<file path="config.mk">
export PLATFORM = sky130hd
export DESIGN_NAME = adc_capture_seq_flat
export DESIGN_NICKNAME = d
export VERILOG_FILES = /design/src/rtl/adc_capture_seq_if.sv /design/src/rtl/adc_capture_seq.sv /design/src/flat_wrapper.sv
export SDC_FILE = /design/constraint.sdc
export NUM_CORES = 1
export LEC_CHECK = 0
export BUFFER_PORTS_ARGS = -buffer_cell sky130_fd_sc_hd__buf_4
export CORE_MARGIN = 4
export CORE_UTILIZATION = 45
export CTS_BUF_LIST = sky130_fd_sc_hd__clkbuf_8
export CTS_CLUSTER_SIZE = 24
export DETAILED_ROUTE_END_ITERATION = 8
export PLACE_DENSITY_LB_ADDON = 0.2
export SYNTH_ARGS = -nofsm -noshare
export SYNTH_HDL_FRONTEND = slang
export SYNTH_SLANG_ARGS = --single-unit
</file>
<file path="constraint.sdc">
create_clock -name clk -period 3.9 [get_ports clk]
set_input_delay 0.78 -clock clk [delete_from_list [all_inputs] [get_ports clk]]
set_output_delay 0.78 -clock clk [all_outputs]
set_load 0.03 [all_outputs]
</file>
<file path="src/rtl/adc_capture_seq_if.sv">
`default_nettype none
// ============================================================================
//  Module   : adc_capture_seq_if
//  Brief    : Host command, ADC sample and upload-FIFO signal bundle for the
//             multi-channel ADC capture sequencer.
//  Revision : 1.0  initial release
// ============================================================================
interface adc_capture_seq_if #(
   parameter int NUM_CH = 8,
   parameter int DATA_W = 12
);
   logic                     restart_req;
   logic [NUM_CH-1:0]        channel_sel;
   logic [31:0]              data_num;
   logic [31:0]              speed_set;
   logic [NUM_CH*DATA_W-1:0] adc_data;
   logic                     fifo_full;
   logic                     fifo_wr_en;
   logic [4+DATA_W-1:0]      fifo_wr_data;
   logic                     busy;
   logic                     done;
   logic                     overrun;

   // Host / environment side: issues commands, supplies samples, owns the FIFO
   modport master (
      output restart_req, channel_sel, data_num, speed_set, adc_data, fifo_full,
      input  fifo_wr_en, fifo_wr_data, busy, done, overrun
   );

   // Capture sequencer side
   modport slave (
      input  restart_req, channel_sel, data_num, speed_set, adc_data, fifo_full,
      output fifo_wr_en, fifo_wr_data, busy, done, overrun
   );
endinterface
`default_nettype wire

</file>
<file path="src/rtl/adc_capture_seq.sv">
`default_nettype none
// ============================================================================
//  Module   : adc_capture_seq
//  Brief    : Multi-channel ADC capture sequencer. Divides clk into a sample
//             tick, snapshots all channels on each tick and serialises the
//             enabled ones, tagged with their channel index, into the upload
//             FIFO. Reports busy, a done pulse and a sticky overrun flag.
//  Revision : 1.0  initial release
// ============================================================================
module adc_capture_seq #(
   parameter int NUM_CH = 8,   // must match the interface instance, <= 16
   parameter int DATA_W = 12
) (
   input  logic             clk,
   input  logic             reset_n,
   adc_capture_seq_if.slave bus
);
   localparam int PTR_W = (NUM_CH > 1) ? $clog2(NUM_CH) : 1;

   localparam logic [2:0] S_IDLE = 3'd0;
   localparam logic [2:0] S_ARM  = 3'd1;
   localparam logic [2:0] S_WAIT = 3'd2;
   localparam logic [2:0] S_SCAN = 3'd3;
   localparam logic [2:0] S_DONE = 3'd4;

   logic [2:0]               state_q,   state_d;
   logic [NUM_CH-1:0]        sel_q,     sel_d;
   logic [31:0]              num_q,     num_d;
   logic [31:0]              period_q,  period_d;
   logic [31:0]              div_q,     div_d;
   logic [31:0]              frame_q,   frame_d;
   logic [NUM_CH*DATA_W-1:0] snap_q,    snap_d;
   logic [PTR_W-1:0]         ptr_q,     ptr_d;
   logic                     overrun_q, overrun_d;

   logic                     w_run;
   logic                     w_tick;
   logic                     w_wr_en;
   logic                     w_last;
   logic [PTR_W-1:0]         w_first_ptr;
   logic [PTR_W-1:0]         w_next_ptr;
   logic [31:0]              w_frame_inc;

   // Divider only runs while waiting for or scanning a frame
   assign w_run       = (state_q == S_WAIT) || (state_q == S_SCAN);
   assign w_tick      = w_run && (div_q == period_q - 32'd1);
   // A restart in the same cycle aborts the scan before this write happens
   assign w_wr_en     = (state_q == S_SCAN) && !bus.fifo_full && !bus.restart_req;
   assign w_frame_inc = frame_q + 32'd1;

   // Lowest enabled channel, and next enabled channel above the current pointer
   always_comb begin
      w_first_ptr = '0;
      w_next_ptr  = '0;
      w_last      = 1'b1;
      for (int i = NUM_CH - 1; i >= 0; i--) begin
         if (sel_q[i]) begin
            w_first_ptr = PTR_W'(i);
         end
         if (sel_q[i] && (i > int'(ptr_q))) begin
            w_next_ptr = PTR_W'(i);
            w_last     = 1'b0;
         end
      end
   end

   // State register
   always_ff @(posedge clk or negedge reset_n) begin
      if (!reset_n) begin
         state_q <= S_IDLE;
      end else begin
         state_q <= state_d;
      end
   end

   // Next-state logic; restart overrides every state
   always_comb begin
      state_d = state_q;
      if (bus.restart_req) begin
         state_d = S_ARM;
      end else begin
         case (state_q)
            S_IDLE: state_d = S_IDLE;
            S_ARM: begin
               if ((sel_q == '0) || (num_q == 32'd0)) begin
                  state_d = S_DONE;
               end else begin
                  state_d = S_WAIT;
               end
            end
            S_WAIT: begin
               if (w_tick) begin
                  state_d = S_SCAN;
               end
            end
            S_SCAN: begin
               if (w_wr_en && w_last) begin
                  state_d = (w_frame_inc == num_q) ? S_DONE : S_WAIT;
               end
            end
            S_DONE:  state_d = S_IDLE;
            default: state_d = S_IDLE;
         endcase
      end
   end

   // Output logic, decoded from state and the datapath registers
   always_comb begin
      bus.fifo_wr_en   = w_wr_en;
      bus.fifo_wr_data = {4'(ptr_q), snap_q[int'(ptr_q) * DATA_W +: DATA_W]};
      bus.busy         = (state_q == S_ARM) || (state_q == S_WAIT) || (state_q == S_SCAN);
      bus.done         = (state_q == S_DONE);
      bus.overrun      = overrun_q;
   end

   // Datapath next values: config latch, divider, snapshot, pointer, counters
   always_comb begin
      sel_d     = sel_q;
      num_d     = num_q;
      period_d  = period_q;
      div_d     = div_q;
      frame_d   = frame_q;
      snap_d    = snap_q;
      ptr_d     = ptr_q;
      overrun_d = overrun_q;
      if (bus.restart_req) begin
         sel_d     = bus.channel_sel;
         num_d     = bus.data_num;
         period_d  = (bus.speed_set == 32'd0) ? 32'd1 : bus.speed_set;
         div_d     = '0;
         frame_d   = '0;
         overrun_d = 1'b0;
      end else begin
         if (w_run) begin
            div_d = w_tick ? 32'd0 : div_q + 32'd1;
         end else begin
            div_d = '0;
         end
         if ((state_q == S_WAIT) && w_tick) begin
            snap_d = bus.adc_data;
            ptr_d  = w_first_ptr;
         end
         if (state_q == S_SCAN) begin
            // A tick while still draining is dropped and flagged
            if (w_tick) begin
               overrun_d = 1'b1;
            end
            if (w_wr_en) begin
               if (w_last) begin
                  frame_d = w_frame_inc;
               end else begin
                  ptr_d = w_next_ptr;
               end
            end
         end
      end
   end

   // Datapath registers
   always_ff @(posedge clk or negedge reset_n) begin
      if (!reset_n) begin
         sel_q     <= '0;
         num_q     <= '0;
         period_q  <= '0;
         div_q     <= '0;
         frame_q   <= '0;
         snap_q    <= '0;
         ptr_q     <= '0;
         overrun_q <= 1'b0;
      end else begin
         sel_q     <= sel_d;
         num_q     <= num_d;
         period_q  <= period_d;
         div_q     <= div_d;
         frame_q   <= frame_d;
         snap_q    <= snap_d;
         ptr_q     <= ptr_d;
         overrun_q <= overrun_d;
      end
   end
endmodule
`default_nettype wire

</file>
<file path="src/flat_wrapper.sv">
// flat-port wrapper written by rule: the top's interface ports become plain ports
module adc_capture_seq_flat 
#(
   parameter int NUM_CH = 8,                                              
   parameter int DATA_W = 12
)
  (clk, reset_n, bus_restart_req, bus_channel_sel, bus_data_num, bus_speed_set, bus_adc_data, bus_fifo_full, bus_fifo_wr_en, bus_fifo_wr_data, bus_busy, bus_done, bus_overrun);
  adc_capture_seq_if #(.NUM_CH(NUM_CH), .DATA_W(DATA_W)) bus_i ();
  input  logic clk;
  input  logic reset_n;
  input wire logic [$bits(bus_i.restart_req)-1:0] bus_restart_req;
  input wire logic [$bits(bus_i.channel_sel)-1:0] bus_channel_sel;
  input wire logic [$bits(bus_i.data_num)-1:0] bus_data_num;
  input wire logic [$bits(bus_i.speed_set)-1:0] bus_speed_set;
  input wire logic [$bits(bus_i.adc_data)-1:0] bus_adc_data;
  input wire logic [$bits(bus_i.fifo_full)-1:0] bus_fifo_full;
  output wire logic [$bits(bus_i.fifo_wr_en)-1:0] bus_fifo_wr_en;
  output wire logic [$bits(bus_i.fifo_wr_data)-1:0] bus_fifo_wr_data;
  output wire logic [$bits(bus_i.busy)-1:0] bus_busy;
  output wire logic [$bits(bus_i.done)-1:0] bus_done;
  output wire logic [$bits(bus_i.overrun)-1:0] bus_overrun;
  assign bus_i.restart_req = bus_restart_req;
  assign bus_i.channel_sel = bus_channel_sel;
  assign bus_i.data_num = bus_data_num;
  assign bus_i.speed_set = bus_speed_set;
  assign bus_i.adc_data = bus_adc_data;
  assign bus_i.fifo_full = bus_fifo_full;
  assign bus_fifo_wr_en = bus_i.fifo_wr_en;
  assign bus_fifo_wr_data = bus_i.fifo_wr_data;
  assign bus_busy = bus_i.busy;
  assign bus_done = bus_i.done;
  assign bus_overrun = bus_i.overrun;
  adc_capture_seq #(.NUM_CH(NUM_CH), .DATA_W(DATA_W)) u_core (.clk(clk), .reset_n(reset_n), .bus(bus_i));
endmodule
</file>
* Yosys cells after proc, flatten, opt, wreduce, memory -nomap -nowiden
Index checks and enable logic that the tools add are counted.
** Cells by class
- Add/subtract/negate cells :: 3
- $mul :: 1
- Divide/modulo/power cells :: 0
- $lt $le $gt $ge :: 7
- Equality and inequality tests :: 8
- Shifts and indexed selects :: 1
- Multiplexer cells :: 43
- Bitwise logic cells :: 1
- Reduce and logical (&&, ||, !) cells :: 29
** Operators by type and width (count)
- $mux 32 :: 8
- $shiftx 96x32->12 :: 1
- $mux 3 :: 24
- $add 32x1->32 const B :: 2
- $eq 32x32->1 :: 2
- $logic_not 32->1 :: 2
- $sub 32x1->32 const B :: 1
- $gt 3x3->1 const A :: 4
- $logic_and 1x1->1 :: 12
- $mux 1 :: 10
- $pmux 3 s3 :: 1
- $logic_not 8->1 :: 1
- $reduce_bool 2->1 :: 4
- $eq 3x2->1 const B :: 2
- $gt 2x3->1 const A :: 2
- $reduce_and 2->1 :: 3
- $mul 3x2->5 const B :: 1
- $logic_or 1x1->1 :: 4
- $eq 3x1->1 const B :: 1
- $eq 3x3->1 const B :: 1
- $gt 1x3->1 const A :: 1
- $ne 3x2->1 const B :: 1
- $ne 3x3->1 const B :: 1
- $reduce_and 3->1 :: 1
- other kinds (2) :: 3
** Storage, ports and cells
- Bits in registers :: 239
- Bits in latches :: 0
- Bits in writable memories :: 0
- Bits in read-only memories :: 0
- Logic and storage cells :: 102
- Memories :: 0

* Longest topological paths before layout
Gate-level depths: netlist of run 1.
- Word-level depth :: 13
- Depth in mapped cells :: 13

* Worst setup path before layout of run 1
Ideal clock, no wire load.
- Path type :: register -> register
- From :: register u_core.period_q[0]
- To :: register u_core.snap_q[88]
- Arrival time :: 3081 ps
- Required time :: 3775 ps
- Slack :: 694 ps
- Cell stages (with the launch flop) :: 13
- Buffers on the path :: 3
- Clock period less this slack :: 3206 ps
- Path through :: dfrtp_1 > inv_1 > ha_1 > or4b_1 > clkbuf_1 > or4_1 > o211ai_1 > nand4_1 > nor2_1 > nand3_2 > buf_6 > buf_6 > mux2_4
** On the way
- Cells in the longest elaborated chain, start to end :: 5
** Ends and longest elaborated chain
- from (decl) :: line adc_capture_seq.sv:29 : logic [31:0] period_q, period_d;
- from (signal assigned) :: line adc_capture_seq.sv:173 : period_q <= period_d;
- $sub 32x1->32 :: line adc_capture_seq.sv:46 : assign w_tick = w_run && (div_q == period_q - 32'd1);
- $eq 32x32->1 :: line adc_capture_seq.sv:46
- $logic_and 1x1->1 :: line adc_capture_seq.sv:46
- $logic_and 1x1->1 :: line adc_capture_seq.sv:139 : if ((state_q == S_WAIT) && w_tick) begin
- $reduce_and 2->1 (no line)
- to (signal assigned) :: line adc_capture_seq.sv:176 : snap_q <= snap_d;
- to (decl) :: line adc_capture_seq.sv:32 : logic [NUM_CH*DATA_W-1:0] snap_q, snap_d;
Every way passes these cells.
A chain may end at the register's enable or synchronous reset.

* Worst setup path after layout of run 1
- From :: register u_core.period_q[0]
- To :: register u_core.snap_q[4]
Same word-level chain as after synthesis.

==> metrics.cfg, run 1 <==
[status]
outcome = finished clean

[power_and_ir_drop]
power.static_leakage_nw = 7.02
p_per_area_nw_per_um2 = 400
ir_worst_vdd_mv = 0.317
power_mw = 6.26

[worst_setup_path]
cp.required_ps = 4340
worst-path-max-fanout = 99
crit_type = register to register
cp_data_arrival_time_ps = 4080
startpoint_type = register
cp-startpoint = u_core.period_q[0]
r2r-start = u_core.period_q[0]
endpoint_kind = register

[route]
routedWlPerCell_um = 18.4
drtAntennaViolNets = 0
drt_first_pass_iters = 5
first_iter_violations = 629
drc = 0
drt-vias-per-instance = 5.44
vias = 9586
drt-total-wl_um = 32500

[clocking]
root_buffer = clkbuf_8
postCtsSetupBuffers = 0
path_clk_slew_ps = 70
h-tree-depth = 2
ctsHoldBuffers = 0
cts_tree = built
clkLatencyLatePin_ps = 570
cts_resized = 0
clockBufferDepth = 3
cts_made_buffers = 42
clock_sinks = 239

[floorplanning]
io_pins = 192
die_y_um = 177
die_area_um2 = 31400
coreArea_um2 = 28000
die_w_um = 177
rows = 61
initial_utilization = 0.460

[sta]
final.period_utilization = 0.935
tightestPinTransition_ps = 695
rsz0062_at_grt = no
finalCriticalPeriod_ps = 3650
slew_violations = 0
skew_ps = 21.9
clock.fmax_mhz = 274
maxSlewHeadroom = 0.532
hold_violations = 0
finalSetupTns_ps = 0
setup_viol = 0

[grt]
antenna_found_initial = 0
grt_pass1_vias = 9909
grt.met1_usage = 0.278
grt_max_degree = 117
grt.met3_usage = 0.0622
grtUsageTotal = 0.205
grt_pass1_wl_um = 51900
gr-usage-met2 = 0.321
busiest_layer = met2
gr-total-overflow = 0

[synth]
yosys_register_bits = 239
synth_edf_count = 0
synthesis.nets = 1330
yosys_warnings = 0
postSynth.asyncResetShare = 1.00
synth_top_area_share = 0.464
netlist_top_cells_area = dfrtp_1 (46%), mux2_2 (15%), xnor2_1 (5.6%), mux4_2 (4.2%), xor2_1 (4.1%)
syn_area_um2 = 12900
synth.avg_cell_area_um2 = 11.2
netlist-cell-type-count = 73
synth_cells = 1155
yosys.area.top_type = dfrtp_1
ys_seq_area_frac = 0.464
synth_flop_cell = dfrtp_1

[placed_design]
hpwl_um = 23600
globalplace.congestion = 0.878
port_buffers = 190
dpl.cell_count = 1685

[final_layout]
num_antenna_cells = 0
drive_gt1_frac = 0.361
area_delta_synth_final_pct = 21.4
nNetsFinal = 1526
fin_cells = 1762

[job]
cap_violations = 0

[worst_hold_path]
worstHoldPathType = primary input to asynchronous set/reset pin

-- area by class of cell --
cell class | instances | area (µm²)
clock buffer | 55 | 757
clock inverter | 22 | 176
fill | 2454 | 12400
inverter | 17 | 63.8
multi-input combinational | 841 | 6580
sequential | 239 | 5980
tap | 378 | 473
timing repair buffer | 210 | 1610
-- power by group --
group          internal (mW)  leakage (nW)  switching [mW]
Combinational          0.487          3.33           0.542
Sequential              2.58          3.17           0.140
Clock                   1.42         0.525            1.09
-- routing by layer --
metal  vias to the layer above  wire length (µm)
li1                       4543                 -
met1                      4714             14100
met2                       268             14900
met3                        61              2710
met4                         0               798
met5                         -                 0
-- worst paths after layout --
kind / slack (ps) / to / cells past startpoint
max: 250 / u_core.snap_q[4] / 10
min: 140 / u_core.div_q[8] / 1
max reg2reg: 250 / u_core.snap_q[4] / 10
min reg2reg: 500 / u_core.snap_q[74] / 1
max in group asynchronous: 2750 / u_core.snap_q[23] / 2
min in group clk: 440 / u_core.snap_q[29] / 2
-- cell families (layout without fill, tap and decap cells) --
family | count (synthesis) | count (layout) | synth area share
AOI/OAI and AO/OA | 101 | 101 | 0.0521
adders and majority gates | 3 | 3 | 0.00291
muxes | 205 | 205 | 0.201
other | 1 | 1 | 0.000291
DFF | 239 | 239 | 0.464
and+or+nand+nor | 388 | 388 | 0.156
buffers and inverters | 75 | 304 | 0.0255
xor gates and xnor gates | 143 | 143 | 0.0973
-- worst max-delay path, stage by stage (launching register included) --
cell and delay [ps]:
dfrtp_1 440, inv_1 100, ha_1 210, or4b_1 590, or4_1 620, o211ai_1 210
nand4_1 260, nor2_1 260, nand3_4 100, buf_12 250, mux2_2 370
-- synth_stat cells (4+ instances only) --
cell	n
a21oi_1	26
a31o_2	7
a31oi_1	4
and2_1	6
and3_1	13
and4_1	8
buf_1	9
buf_2	15
clkbuf_1	29
dfrtp_1	239
inv_1	17
mux2_2	166
mux2_4	7
mux2i_1	8
mux4_2	24
nand2_1	54
nand2b_1	7
nand3_1	41
nand4_1	26
nor2_1	121
nor2b_1	7
nor3_1	26
nor4_1	32
o21ai_0	23
o22ai_1	4
o31ai_1	8
or2_2	8
or3_1	8
or4_1	13
xnor2_1	82
xor2_1	61
-- registers in the layout (all words and copies together) (netlist names) --
name	cells
u_core.sel_q	8
u_core.frame_q	32
u_core.num_q	32
u_core.snap_q	96
u_core.period_q	32
u_core.ptr_q	3
u_core.bus.overrun	1
u_core.div_q	32
u_core.state_q	3
-- metrics by stage --
step                      hold WS [ps]  utilization  setup WS [ps]  cell area, µm²
after floorplan                    465            -            694           12900
after global placement             482        0.525            406           14700
after detailed placement           490        0.525            327           14700
after CTS                          133        0.558            316           15600
after global routing               165        0.558           24.5           15600
final                              139        0.558            254           15600
-- placed cells by master (no fill, tap or decap), types with 6 or more instances in the layout --
cell      synthesis  layout
or4_1            13      13
nand3_1          41      41
a21oi_1          26      26
or2_2             8       8
and4_1            8       8
dfrtp_1         239     238
or3_1             8       8
o31ai_1           8       8
mux2i_1           8       8
nand2_1          54      54
clkbuf_8          0      55
nor2b_1           7       7
clkinv_2          0       7
and3_1           13      13
xnor2_1          82      82
a31o_2            7       7
mux2_2          166     166
buf_4             1     207
nor4_1           32      32
xor2_1           61      61
mux4_2           24      24
nor3_1           26      26
nand4_1          26      26
nand2b_1          7       7
o21ai_0          23      23
nor2_1          121     121
and2_1            6       6
mux2_4            7       7
inv_1            17      27
Note: power is estimated with default switching activity, not from simulation.
==> run 2: changes to the inputs <==
--- a/config.mk
+++ b/config.mk
@@ -11,6 +11,7 @@
 export CTS_BUF_LIST = sky130_fd_sc_hd__clkbuf_8
 export CTS_CLUSTER_SIZE = 24
 export DETAILED_ROUTE_END_ITERATION = 8
+export MAX_ROUTING_LAYER = met4
 export PLACE_DENSITY_LB_ADDON = 0.2
 export SYNTH_ARGS = -nofsm -noshare
 export SYNTH_HDL_FRONTEND = slang
==> metrics.cfg, run 2 (synthesis results as in run 1) <==
[final_layout]
final_common_cell = dfrtp_1  ; unchanged
largest_reg_flops = 96  ; unchanged
num_antenna_cells = 0  ; unchanged
nNetsFinal = 1526  ; unchanged
area_delta_synth_final_pct = 21.4  ; unchanged
final_cell_mix = dfrtp_1 (238), buf_4 (207), mux2_2 (166), nor2_1 (121), xnor2_1 (82)  ; unchanged
max_flop_register = u_core.snap_q  ; unchanged
fin_cells = 1762  ; unchanged
drive_gt1_frac = 0.361  ; unchanged
nFillCells = 2454  ; unchanged

[placed_design]
hpwl_um = 23600  ; unchanged
globalplace.congestion = 0.893  ; was 0.878
dpl.cell_count = 1685  ; unchanged
port_buffers = 190  ; unchanged
pre_cts_slack_ps = 327  ; unchanged

[clocking]
postCtsSetupBuffers = 0  ; unchanged
cts_made_buffers = 42  ; unchanged
clock_sinks = 239  ; unchanged
cts_resized = 0  ; unchanged
clockBufferDepth = 3  ; unchanged
ctsHoldBuffers = 0  ; unchanged
cts_tree = built  ; unchanged
root_buffer = clkbuf_8  ; unchanged
path_clk_slew_ps = 70  ; about the same
clkLatencyLatePin_ps = 570  ; about the same
h-tree-depth = 2  ; unchanged

[worst_setup_path]
cp-startpoint = u_core.period_q[0]  ; unchanged
cp_data_arrival_time_ps = 4070  ; was 4080 ps
crit_type = register to register  ; unchanged
path_buf_inv = 1  ; was 2
cp.required_ps = 4340  ; about the same
worstPathCellList = or4_1, nor2_1, nand4_1, xnor2_1, or3_1, nor4_4, nand3_4, buf_12, mux2_2  ; was inv_1, ha_1, or4b_1, or4_1, o211ai_1, nand4_1, nor2_1, nand3_4, buf_12, mux2_2
critPathTopFamily = simple AND/OR/NAND/NOR gates  ; unchanged
reg2reg_slack_ps = 270  ; was 250 ps
slowest_stage = or4_1  ; unchanged
startpoint_type = register  ; unchanged
r2r-start = u_core.period_q[0]  ; unchanged
worst-path-max-fanout = 99  ; unchanged
endpoint_kind = register  ; unchanged
slowest_delay_ps = 610  ; was 620 ps

[floorplanning]
io_pins = 192  ; unchanged
die_area_um2 = 31400  ; unchanged
rows = 61  ; unchanged
die_w_um = 177  ; unchanged
die_y_um = 177  ; unchanged
coreArea_um2 = 28000  ; unchanged
initial_utilization = 0.460  ; unchanged

[grt]
grt_max_degree = 117  ; unchanged
grt_pass1_wl_um = 51800  ; was 51900 µm
grtUsageTotal = 0.210  ; was 0.205
grt_pass1_vias = 9939  ; was 9909
antenna_found_initial = 0  ; unchanged
gr-total-overflow = 0  ; unchanged

[sta]
clock.fmax_mhz = 275  ; was 274 MHz
final.period_utilization = 0.932  ; was 0.935
tightestPinTransition_ps = 670  ; was 695 ps
finalSetupTns_ps = 0  ; unchanged
slew_violations = 0  ; unchanged
skew_ps = 23.0  ; was 21.9 ps
setup_viol = 0  ; unchanged
maxSlewHeadroom = 0.547  ; was 0.532
setup_slack_ps = 265  ; was 254 ps
hold-worst-slack_ps = 138  ; was 139 ps
rsz0062_at_grt = no  ; unchanged
finalCriticalPeriod_ps = 3630  ; was 3650 ps
hold_violations = 0  ; unchanged

[power_and_ir_drop]
p_per_area_nw_per_um2 = 399  ; was 400 nW/µm²
power_frac_comb = 0.164  ; about the same
ir_worst_vdd_mv = 0.318  ; was 0.317 mV
power.static_leakage_nw = 7.02  ; unchanged
swShare = 0.283  ; was 0.284
switchingPower_mw = 1.77  ; was 1.78 mW
clock_power_share = 0.401  ; about the same
seqPwrFrac = 0.435  ; was 0.434
internal_power_mw = 4.48  ; about the same
power_mw = 6.25  ; was 6.26 mW

[route]
first_iter_violations = 598  ; was 629
drt-total-wl_um = 32400  ; was 32500 µm
drt-vias-per-instance = 5.45  ; was 5.44
routedWlPerCell_um = 18.4  ; about the same
drt_first_pass_iters = 5  ; unchanged
drtAntennaViolNets = 0  ; unchanged
vias = 9596  ; was 9586
drc = 0  ; unchanged

[worst_hold_path]
worstHoldPathType = primary input to asynchronous set/reset pin  ; unchanged

[job]
cap_violations = 0  ; unchanged

[status]
outcome = finished clean  ; unchanged

-- run 2: final timing paths --
path                                     end  cells past startpoint
max                         u_core.snap_q[4]                      9
min                          u_core.div_q[8]                      1
max reg2reg                 u_core.snap_q[4]                      9
min reg2reg                u_core.snap_q[74]                      1
max in group asynchronous  u_core.snap_q[23]                      2
min in group clk           u_core.snap_q[29]                      2
-- run 2: stage by stage --
stage | utilization | area [µm²]
3_5_place_dp | 0.525 | 14700
6_report | 0.558 | 15600
5_1_grt | 0.558 | 15600
4_1_cts | 0.558 | 15600
2_1_floorplan | - | 12900
3_3_place_gp | 0.525 | 14700
-- run 2: metal layers --
metal  global-route usage  part of all wire
met5                    -                 0
met4               0.0554             0.023
met3               0.0579             0.076
met2                0.322              0.46
met1                0.280              0.44
-- run 2: area by class of cell --
type / instances / area, µm² / area share
Clock inverter: 22 / 176 / 0.0113
Sequential cell: 239 / 5980 / 0.383
Inverter: 17 / 63.8 / 0.00408
Tap cell: 378 / 473 / 0.0302
Timing Repair Buffer: 210 / 1610 / 0.103
Multi-Input combinational cell: 841 / 6580 / 0.421
Clock buffer: 55 / 757 / 0.0484
-- run 2: power groups by stage --
stage	clock, mW	combinational (mW)	sequential (mW)
final	2.50	1.03	2.72
after global routing	2.69	1.13	2.73
after CTS	2.59	1.04	2.71
after detailed placement	0	1.04	2.76
after global placement	0	1.03	2.75
after floorplan	0	0.639	2.74
==> run 3: changes to the inputs <==
--- a/config.mk
+++ b/config.mk
@@ -6,6 +6,7 @@
 export NUM_CORES = 1
 export LEC_CHECK = 0
 export BUFFER_PORTS_ARGS = -buffer_cell sky130_fd_sc_hd__buf_4
+export CORE_ASPECT_RATIO = 1.1
 export CORE_MARGIN = 4
 export CORE_UTILIZATION = 45
 export CTS_BUF_LIST = sky130_fd_sc_hd__clkbuf_8
==> metrics.cfg, run 3 (synthesis results as in run 1) <==
[grt]
grt_max_degree = 100  ; was 117
antenna_found_initial = 0  ; unchanged
grt_pass1_wl_um = 51800  ; about the same
grtUsageTotal = 0.211  ; was 0.210
gr-total-overflow = 0  ; unchanged
grt_pass1_vias = 9723  ; was 9939

[clocking]
ctsHoldBuffers = 0  ; unchanged
root_buffer = clkbuf_8  ; unchanged
clock_sinks = 239  ; unchanged
cts_resized = 0  ; unchanged
path_clk_slew_ps = 50  ; was 70 ps
h-tree-depth = 2  ; unchanged
clockBufferDepth = 3  ; unchanged
cts_made_buffers = 43  ; was 42
cts_tree = built  ; unchanged
postCtsSetupBuffers = 0  ; unchanged
clkLatencyLatePin_ps = 550  ; was 570 ps

[floorplanning]
io_pins = 192  ; unchanged
initial_utilization = 0.460  ; about the same
rows = 64  ; was 61
coreArea_um2 = 28000  ; about the same
die_area_um2 = 31400  ; about the same
die_w_um = 169  ; was 177 µm
die_y_um = 185  ; was 177 µm

[route]
drtAntennaViolNets = 0  ; unchanged
first_iter_violations = 547  ; was 598
drt-vias-per-instance = 5.50  ; was 5.45
vias = 9587  ; was 9596
drt_first_pass_iters = 7  ; was 5
routedWlPerCell_um = 18.4  ; about the same
drt-total-wl_um = 32100  ; was 32400 µm
drc = 0  ; unchanged

[worst_setup_path]
critPathTopFamily = simple AND/OR/NAND/NOR gates  ; unchanged
worst-path-max-fanout = 99  ; unchanged
cp-startpoint = u_core.period_q[0]  ; unchanged
slowest_stage = or4_1  ; unchanged
reg2reg_depth = 11  ; was 9
crit_path_end = u_core.snap_q[28]  ; was u_core.snap_q[4]
r2r-start = u_core.period_q[0]  ; unchanged
reg2reg_slack_ps = 320  ; was 270 ps
endpoint_kind = register  ; unchanged
crit_type = register to register  ; unchanged
cp.required_ps = 4320  ; was 4340 ps
cp_data_arrival_time_ps = 4010  ; was 4070 ps
reg2reg_to = u_core.snap_q[28]  ; was u_core.snap_q[4]
worstPathCellList = inv_1, ha_1, or4b_1, or4_1, nand2_1, nand2b_1, nand4_1, nor2_1, nand3_4, buf_12, mux2_2  ; was or4_1, nor2_1, nand4_1, xnor2_1, or3_1, nor4_4, nand3_4, buf_12, mux2_2
startpoint_type = register  ; unchanged
slowest_delay_ps = 610  ; about the same
path_buf_inv = 2  ; was 1
cp.depth = 11  ; was 9

[job]
cap_violations = 0  ; unchanged

[final_layout]
drive_gt1_frac = 0.358  ; was 0.361
num_antenna_cells = 0  ; unchanged
final_common_cell = dfrtp_1  ; unchanged
area_delta_synth_final_pct = 20.5  ; was 21.4%
fin_cells = 1744  ; was 1762
fin_util = 0.554  ; was 0.558
largest_reg_flops = 96  ; unchanged
max_flop_register = u_core.snap_q  ; unchanged
nNetsFinal = 1528  ; was 1526
final_cell_mix = dfrtp_1 (238), buf_4 (206), mux2_2 (166), nor2_1 (121), xnor2_1 (82)  ; was dfrtp_1 (238), buf_4 (207), mux2_2 (166), nor2_1 (121), xnor2_1 (82)

[sta]
hold-worst-slack_ps = 281  ; was 138 ps
final.period_utilization = 0.918  ; was 0.932
finalCriticalPeriod_ps = 3580  ; was 3630 ps
slew_violations = 0  ; unchanged
setup_viol = 0  ; unchanged
maxSlewHeadroom = 0.470  ; was 0.547
clock.fmax_mhz = 279  ; was 275 MHz
rsz0062_at_grt = no  ; unchanged
skew_ps = 22.4  ; was 23.0 ps
finalSetupTns_ps = 0  ; unchanged
hold_violations = 0  ; unchanged
tightestPinTransition_ps = 795  ; was 670 ps

[placed_design]
port_buffers = 190  ; unchanged
hpwl_um = 23500  ; was 23600 µm
dpl.cell_count = 1671  ; was 1685
globalplace.congestion = 0.877  ; was 0.893

[power_and_ir_drop]
power.static_leakage_nw = 6.98  ; was 7.02 nW
ir_worst_vdd_mv = 0.281  ; was 0.318 mV
internal_power_mw = 4.25  ; was 4.48 mW
switchingPower_mw = 1.69  ; was 1.77 mW
p_per_area_nw_per_um2 = 383  ; was 399 nW/µm²
seqPwrFrac = 0.464  ; was 0.435
swShare = 0.284  ; was 0.283
power_frac_comb = 0.167  ; was 0.164
clock_power_share = 0.369  ; was 0.401

[worst_hold_path]
worstHoldPathType = primary input to asynchronous set/reset pin  ; unchanged

[status]
outcome = finished clean  ; unchanged

run 3: cell types whose count changed in the layout (fill, tap and decap cells not counted), sizes merged:
| cell | before | now |
|---|---|---|
| clkinv | 8 | 7 |
| inv | 29 | 31 |
| clkbuf | 55 | 51 |
| clkinvlp | 0 | 1 |
| buf | 210 | 211 |
| bufinv | 2 | 0 |
run 3: layout make-up:
type	count	area [µm²]
flip-flops and latches	239	5980
clock buffers	51	702
inverters	17	63.8
clock inverters	22	100
well taps	363	454
repair buffers	211	1640
multi-input cells	841	6580
fillers	2465	12500
run 3: how the worst min path moves through the flow:
stage,start,endpoint,slack (ps),depth (start not counted)
after floorplan,u_core.div_q[0],u_core.div_q[0],460,1
after global placement,u_core.snap_q[38],u_core.snap_q[38],480,1
after detailed placement,u_core.snap_q[46],u_core.snap_q[46],490,1
after CTS,reset_n,u_core.period_q[22],290,1
after global routing,reset_n,u_core.period_q[8],340,1
final,reset_n,u_core.period_q[8],280,1
run 3: worst register-to-register path, cell delays in order, from the launching register on:
cell and delay [ps]:
dfrtp_1 440, inv_1 100, ha_1 230, or4b_1 580, or4_1 610, nand2_1 120, nand2b_1 60, nand4_1 200
nor2_1 110, nand3_4 130, buf_12 400, mux2_2 490
run 3: per-stage QoR:
stage | setup WS, ps | total power, mW | cell area [µm²]
floorplan | 694 | 3.37 | 12900
global placement | 413 | 3.80 | 14700
detailed placement | 335 | 3.81 | 14700
CTS | 285 | 6.05 | 15500
global route | 73.0 | 6.26 | 15500
finish | 319 | 5.94 | 15500
run 3: routing by layer:
| layer | wire length (µm) | share of wire | track usage | vias to the layer above |
|---|---|---|---|---|
| met4 | 549 | 0.017 | 0.0486 | 0 |
| met5 | 0 | 0 | - | - |
| li1 | - | - | - | 4565 |
| met3 | 2470 | 0.077 | 0.0608 | 47 |
| met1 | 13600 | 0.42 | 0.264 | 4717 |
| met2 | 15500 | 0.48 | 0.342 | 258 |
run 3: power groups by stage:
stage | registers, mW | clock network (mW) | logic, mW
5_1_grt | 2.78 | 2.39 | 1.09
3_3_place_gp | 2.80 | 0 | 1.00
2_1_floorplan | 2.74 | 0 | 0.639
6_report | 2.76 | 2.19 | 0.994
3_5_place_dp | 2.80 | 0 | 1.01
4_1_cts | 2.76 | 2.28 | 1.01
